===== config.mk =====
export PLATFORM = sky130hd
export DESIGN_NAME = can_rx_bit_sampler
export DESIGN_NICKNAME = d
export VERILOG_FILES = /design/src/rtl/can_pkg.sv /design/src/rtl/can_rx_sync.sv /design/src/rtl/can_rx_bit_sampler.sv
export SDC_FILE = /design/constraint.sdc
export NUM_CORES = 1
export LEC_CHECK = 0
export BUFFER_PORTS_ARGS = -buffer_cell sky130_fd_sc_hd__buf_4
export CORE_ASPECT_RATIO = 1.1
export CORE_MARGIN = 2
export CORE_UTILIZATION = 54
export CTS_BUF_LIST = sky130_fd_sc_hd__clkbuf_8
export DETAILED_ROUTE_END_ITERATION = 10
export MAX_ROUTING_LAYER = met4
export PLACE_DENSITY_LB_ADDON = 0.05
export SYNTH_ARGS = -nofsm -noshare
export SYNTH_HDL_FRONTEND = slang
export SYNTH_HIERARCHICAL = 1
export SYNTH_SLANG_ARGS = --single-unit

===== constraint.sdc =====
create_clock -name clk_i -period 2.6 [get_ports clk_i]
set_input_delay 0.65 -clock clk_i [delete_from_list [all_inputs] [get_ports clk_i]]
set_output_delay 0.65 -clock clk_i [all_outputs]
set_load 0.005 [all_outputs]

===== src/rtl/can_pkg.sv =====
// can_pkg: shared definitions for the CAN receive front end.
//   - FSM state encoding of can_rx_bit_sampler
//   - CAN bus level constants
//   - default parameter values (synchroniser depth, idle length, stuff length)
package can_pkg;

  typedef enum logic [1:0] {
    ST_INTEG = 2'd0,
    ST_IDLE  = 2'd1,
    ST_SOF   = 2'd2,
    ST_RECV  = 2'd3
  } can_rx_state_e;

  localparam logic CAN_RECESSIVE = 1'b1;
  localparam logic CAN_DOMINANT  = 1'b0;

  localparam int CAN_SYNC_STAGES_DEF = 2;
  localparam int CAN_IDLE_BITS_DEF   = 11;
  localparam int CAN_STUFF_LEN_DEF   = 5;

endpackage


===== src/rtl/can_rx_sync.sv =====
// can_rx_sync: brings the asynchronous CAN RX pin into clk_i and flags its
// falling (recessive -> dominant) edges.
// Ports:
//   clk_i    in   system clock
//   rst_i    in   asynchronous active-high reset (flops preset to recessive)
//   rx_i     in   raw CAN RX pin
//   rx_s_o   out  synchronised RX level
//   fall_o   out  one-cycle flag: rx_s_o went 1 -> 0 this cycle
module can_rx_sync
  import can_pkg::*;
#(
  parameter int SYNC_STAGES = CAN_SYNC_STAGES_DEF
) (
  input  logic clk_i,
  input  logic rst_i,
  input  logic rx_i,
  output logic rx_s_o,
  output logic fall_o
);

  logic [SYNC_STAGES-1:0] sync_q;
  logic                   rx_s_q;

  always_ff @(posedge clk_i or posedge rst_i) begin
    if (rst_i) begin
      sync_q <= {SYNC_STAGES{CAN_RECESSIVE}};
      rx_s_q <= CAN_RECESSIVE;
    end else begin
      sync_q <= {sync_q[SYNC_STAGES-2:0], rx_i};
      rx_s_q <= sync_q[SYNC_STAGES-1];
    end
  end

  assign rx_s_o = sync_q[SYNC_STAGES-1];
  assign fall_o = rx_s_q & ~sync_q[SYNC_STAGES-1];

endmodule


===== src/rtl/can_rx_bit_sampler.sv =====
// can_rx_bit_sampler: CAN receive front end. Synchronises the RX pin, samples
// it at the falling edge of the bit clock, hard-syncs the bit-clock generator
// on the SOF edge, detects bus idle, removes stuff bits and flags stuff errors.
// Optional build macro: CAN_RX_RESYNC_EN -- in RECV, every RX falling edge not
// coincident with a sample point also pulses sync_o (edge resynchronisation).
// Ports:
//   clk_i         in   system clock
//   rst_i         in   asynchronous active-high reset
//   can_rx_i      in   raw CAN RX pin (1 = recessive)
//   can_clk_i     in   bit clock; falling edge = sample point
//   destuff_en_i  in   destuffing / stuff check enable from MAC
//   rx_done_i     in   frame finished, return to integrating
//   sync_o        out  restart bit timing pulse
//   bit_o         out  destuffed data bit
//   bit_valid_o   out  bit_o valid strobe
//   sof_o         out  start-of-frame strobe
//   stuff_err_o   out  stuff rule violation strobe
//   idle_o        out  bus idle
//
// state | meaning
// INTEG | counting consecutive recessive samples to find bus idle
// IDLE  | bus idle, waiting for the SOF falling edge
// SOF   | hard-synced, waiting for the SOF sample point to confirm dominant
// RECV  | receiving frame bits, destuffing while destuff_en_i is high
module can_rx_bit_sampler
  import can_pkg::*;
#(
  parameter int SYNC_STAGES = CAN_SYNC_STAGES_DEF,
  parameter int IDLE_BITS   = CAN_IDLE_BITS_DEF,
  parameter int STUFF_LEN   = CAN_STUFF_LEN_DEF
) (
  input  logic clk_i,
  input  logic rst_i,
  input  logic can_rx_i,
  input  logic can_clk_i,
  input  logic destuff_en_i,
  input  logic rx_done_i,
  output logic sync_o,
  output logic bit_o,
  output logic bit_valid_o,
  output logic sof_o,
  output logic stuff_err_o,
  output logic idle_o
);

  localparam int IDLE_W = $clog2(IDLE_BITS + 1);
  localparam int RUN_W  = $clog2(STUFF_LEN + 1);
  localparam logic [IDLE_W-1:0] IDLE_MAX = IDLE_W'(IDLE_BITS);
  localparam logic [RUN_W-1:0]  RUN_MAX  = RUN_W'(STUFF_LEN);
  localparam logic [RUN_W-1:0]  RUN_ONE  = RUN_W'(1);

  logic rx_s;
  logic fall_rx;
  logic samp;

  can_rx_sync #(
    .SYNC_STAGES(SYNC_STAGES)
  ) u_sync (
    .clk_i (clk_i),
    .rst_i (rst_i),
    .rx_i  (can_rx_i),
    .rx_s_o(rx_s),
    .fall_o(fall_rx)
  );

  can_rx_state_e     state_q, state_d;
  logic [IDLE_W-1:0] idle_cnt_q, idle_cnt_d;
  logic [RUN_W-1:0]  run_cnt_q, run_cnt_d;
  logic              run_val_q, run_val_d;
  logic              can_clk_q;
  logic              sync_q, sync_d;
  logic              bit_q, bit_d;
  logic              bit_valid_q, bit_valid_d;
  logic              sof_q, sof_d;
  logic              stuff_err_q, stuff_err_d;
  logic              idle_q, idle_d;

  assign samp = can_clk_q & ~can_clk_i;

  always_ff @(posedge clk_i or posedge rst_i) begin
    if (rst_i) begin
      state_q     <= ST_INTEG;
      idle_cnt_q  <= '0;
      run_cnt_q   <= '0;
      run_val_q   <= 1'b0;
      can_clk_q   <= 1'b0;
      sync_q      <= 1'b0;
      bit_q       <= 1'b0;
      bit_valid_q <= 1'b0;
      sof_q       <= 1'b0;
      stuff_err_q <= 1'b0;
      idle_q      <= 1'b0;
    end else begin
      state_q     <= state_d;
      idle_cnt_q  <= idle_cnt_d;
      run_cnt_q   <= run_cnt_d;
      run_val_q   <= run_val_d;
      can_clk_q   <= can_clk_i;
      sync_q      <= sync_d;
      bit_q       <= bit_d;
      bit_valid_q <= bit_valid_d;
      sof_q       <= sof_d;
      stuff_err_q <= stuff_err_d;
      idle_q      <= idle_d;
    end
  end

  always_comb begin
    state_d     = state_q;
    idle_cnt_d  = idle_cnt_q;
    run_cnt_d   = run_cnt_q;
    run_val_d   = run_val_q;
    sync_d      = 1'b0;
    bit_d       = bit_q;
    bit_valid_d = 1'b0;
    sof_d       = 1'b0;
    stuff_err_d = 1'b0;

    unique case (state_q)
      ST_INTEG: begin
        if (samp) begin
          if (rx_s == CAN_RECESSIVE) begin
            // saturating count: never wraps back below IDLE_BITS
            idle_cnt_d = (idle_cnt_q == IDLE_MAX) ? IDLE_MAX : idle_cnt_q + IDLE_W'(1);
            if (idle_cnt_d == IDLE_MAX) state_d = ST_IDLE;
          end else begin
            idle_cnt_d = '0;
          end
        end
      end

      ST_IDLE: begin
        // a sample point coinciding with the SOF edge is deliberately ignored
        if (fall_rx) begin
          sync_d  = 1'b1;
          state_d = ST_SOF;
        end
      end

      ST_SOF: begin
        if (samp) begin
          if (rx_s == CAN_DOMINANT) begin
            sof_d     = 1'b1;
            run_val_d = CAN_DOMINANT;
            run_cnt_d = RUN_ONE;
            state_d   = ST_RECV;
          end else begin
            state_d = ST_IDLE;
          end
        end
      end

      ST_RECV: begin
`ifdef CAN_RX_RESYNC_EN
        if (fall_rx && !samp) sync_d = 1'b1;
`endif
        if (rx_done_i) begin
          // frame end wins over a coincident sample; that sample is dropped
          state_d    = ST_INTEG;
          idle_cnt_d = '0;
        end else if (samp) begin
          if (destuff_en_i) begin
            if (run_cnt_q == RUN_MAX) begin
              if (rx_s != run_val_q) begin
                run_val_d = rx_s;
                run_cnt_d = RUN_ONE;
              end else begin
                stuff_err_d = 1'b1;
                state_d     = ST_INTEG;
                idle_cnt_d  = '0;
              end
            end else begin
              bit_d       = rx_s;
              bit_valid_d = 1'b1;
              run_cnt_d   = (rx_s == run_val_q) ? run_cnt_q + RUN_ONE : RUN_ONE;
              run_val_d   = rx_s;
            end
          end else begin
            bit_d       = rx_s;
            bit_valid_d = 1'b1;
            run_cnt_d   = RUN_ONE;
            run_val_d   = rx_s;
          end
        end
      end

      default: state_d = ST_INTEG;
    endcase

    // registered from the next state so idle drops in the same cycle as sync_o
    idle_d = (state_d == ST_IDLE);
  end

  assign sync_o      = sync_q;
  assign bit_o       = bit_q;
  assign bit_valid_o = bit_valid_q;
  assign sof_o       = sof_q;
  assign stuff_err_o = stuff_err_q;
  assign idle_o      = idle_q;

endmodule


==> metrics.md <==
| Metric | Value |
|---|---|
| WP depth | 4 |
| First-pass GRT wire length | 3020 µm |
| Total of max-cap violations | 0 |
| Initial Utilization | 57.4% |
| Synth warn | 6 |
| Max Root-Sink Buffers | 2 |
| Leak | 0.558 nW |
| Die width | 45.5 µm |
| Synth Flop Type | dfrtp_1 |
| Most common cell in the netlist | dfrtp_1 |
| # port buffers | 11 |
| Status | finished clean |
| DR vias | 737 |
| Hold crit path type | flop to flop |
| Clk sinks | 20 |
| Crit path kind | flop to flop |
| I/O Pins | 12 |
| Worst-Margin Slew | 0.646 ns |
| Asr flop ratio synth | 100% |
| Area delta synth->final | 12.1% |
| Post-synth net total | 107 |
| Slowest-stage cell, CP | dfstp_2 |
| Slew Limit Fails | 0 |
| Mapped cell area | 1020 µm² |
| Crit-path leading delay family | flip-flops |
| Critical Path Sink Type | flop |
| Hold Startpoint | u_sync/sync_q[0]$_DFF_PP1_ |
| Total CTS buffers | 3 |
| Setup crit end | run_val_q$_DFFE_PP0P_ |
| Synth area leader | dfrtp_1 |
| Max VDD drop | 0.614 mV |
| Final Total Pwr | 0.000907 W |
| CP startpoint | u_sync/sync_q[1]$_DFF_PP1_ |
| Synth Register Bits | 20 |
| # diodes | 0 |
| Post-synth EDFFs | 0 |
| Final clock skew | 0.00808 ns |
| Post-Route Utilization | 64.4% |
| Hold slack final | 0.359 ns |
| Pin count of the biggest net entering global routing | 18 |
| ANT nets after route | 0 |
| Critical Path Start Type | flop |
| Register-to-register setup slack | 0.79 ns |
| Worst-path clk slew | 0.07 ns |
| Syn_area_per_cell | 10.4 µm² |
| PwrDens | 790 nW/µm² |
| Die height | 49.7 µm |
| Slew HR | 56.9% |
| Yosys top cell area share | 41.6% |
| Top cells by area, synth | dfrtp_1 42%, dfstp_2 7.7%, mux2_2 4.4% |
| CP required | 2.74 ns |
| R2R Path Start | u_sync/sync_q[1]$_DFF_PP1_ |
| Hold Buf Count CTS | 0 |
| Tcrit/Tclk final | 69.6% |
| Clk root buf | clkbuf_8 |
| R2R Path End | run_val_q$_DFFE_PP0P_ |
| Die area | 2260 µm² |
| Vias/cell | 5.80 |
| Post-synthesis sequential area ratio | 49.3% |
| Final setup violating endpoints | 0 |
| Post-CTS sizing | 0 |
| Number of global-route vias before repair | 671 |
| Net count, final | 119 |
| Routability congestion estimate | 0.884 |
| Synth unique cells | 36 |
| GRT Total Usage | 18.9% |
| Synth top cells by count | 17 x dfrtp_1, 8 x inv_1, 8 x nand2_1, 6 x nor2_1, 5 x a21oi_1 |
| Min Tclk post-route | 1.81 ns |
| Core area | 1780 µm² |
| CP peak stage delay | 0.68 ns |
| Post-CTS Setup Inserts | 0 |
| Syn Inst Count | 98 |
| Endpoints failing hold | 0 |
| Final HPWL DP | 1250 µm |
| Drt total wl | 1690 µm |
| Highest clock rate | 553 MHz |
| # DRC | 0 |
| Layout cells sized above 1 | 24.8% |
| Buf+Inv Stages, Crit Path | 0 |
| Htree depth | 1 |
| Wire per inst | 13.3 µm |
| Arr. time, crit path | 1.95 ns |
| TritonCTS clock tree | yes |
| RSZ-0062 raised after global routing | false |
| Initial antenna violation count | 0 |
| CP max FO | 12 |
| Starting DRT DRC Count | 25 |
| First-pass iteration count of the detailed router | 4 |
| Worst-skew pair later-pin latency | 0.25 ns |
| Worst Reg-to-Reg Cells | 4 |
| Grt total ovfl | 0 |
| TNS Setup | 0 ns |
| Row cnt | 16 |
| Critical-path cell list | xnor2_2, a211o_1, a21oi_2, mux2_1 |
==> state kept, by name, indices dropped and copies added, names as in the netlist, 2 cells and up <==
register,count
run_cnt_q,3
state_q,2
idle_cnt_q,4
u_sync/sync_q,2
==> routing by layer <==
| layer | vias to the layer above | track usage, % | wire (µm) |
|---|---|---|---|
| li1 | 364 | - | - |
| met1 | 355 | 26.6 | 828 |
| met2 | 14 | 26.3 | 804 |
| met3 | 4 | 3.30 | 41 |
| met4 | 0 | 8.82 | 17 |
| met5 | - | - | 0 |
==> final cells by class <==
type	count	area, µm²
multi-input cells	66	463
repair buffers	11	82.6
clock inverters	1	3.75
inverters	8	30.0
flip-flops and latches	20	504
clock buffers	3	41.3
well taps	18	22.5
fillers	149	634
==> kinds of logic after synthesis <==
| family | Yosys count | synth area share, % |
|---|---|---|
| AND/OR/NAND/NOR | 35 | 19.6 |
| flip-flops | 20 | 49.3 |
| adder cells (fa/ha/maj) | 4 | 4.65 |
| buffers and inverters | 12 | 5.50 |
| AO/OA/AOI/OAI | 21 | 13.9 |
| XOR/XNOR | 1 | 1.59 |
| multiplexers | 5 | 5.50 |
==> power breakdown <==
part	internal [W]	switching (W)
clock	0.000105	0.0000925
sequential	0.000377	0.0000773
combinational	0.000134	0.000122
total	0.000615	0.000291
==> metrics by stage <==
| step | instance area (µm²) | setup WS (ns) | instances |
|---|---|---|---|
| finish | 1150 | 0.791 | 127 |
| detailed placement | 1100 | 0.659 | 123 |
| CTS | 1150 | 0.791 | 127 |
| global route | 1150 | 0.726 | 127 |
| floorplan | 1020 | 0.782 | 98 |
| global placement | 1100 | 0.682 | 123 |
==> how the worst min path moves through the flow <==
stage                                       to  depth (start not counted)
finish              u_sync/sync_q[1]$_DFF_PP1_                          0
global route        u_sync/sync_q[1]$_DFF_PP1_                          0
global placement    u_sync/sync_q[1]$_DFF_PP1_                          0
detailed placement  u_sync/sync_q[1]$_DFF_PP1_                          0
floorplan           u_sync/sync_q[1]$_DFF_PP1_                          0
CTS                 u_sync/sync_q[1]$_DFF_PP1_                          0
==> worst reg2reg max path, cell delays in order, from the launching register on <==
cell     delay, ns
dfstp_2       0.68
xnor2_2       0.15
a211o_1       0.32
a21oi_2       0.22
mux2_1        0.34
==> cells in the final DEF (no fill, tap or decap), types with 2 or more instances in the layout <==
cell,Yosys,layout
inv_1,8,9
a211o_1,2,2
a31oi_1,3,3
nor2b_1,4,4
dfrtp_1,17,17
o21ai_0,3,3
mux2_2,4,4
nand2_1,8,8
nand2b_1,2,2
a21oi_1,5,5
dfstp_2,3,3
clkbuf_8,0,3
ha_1,3,3
nor3_1,3,3
nor2_1,6,6
buf_4,0,11
and3_1,4,4
(Power assumes the default switching activity.)
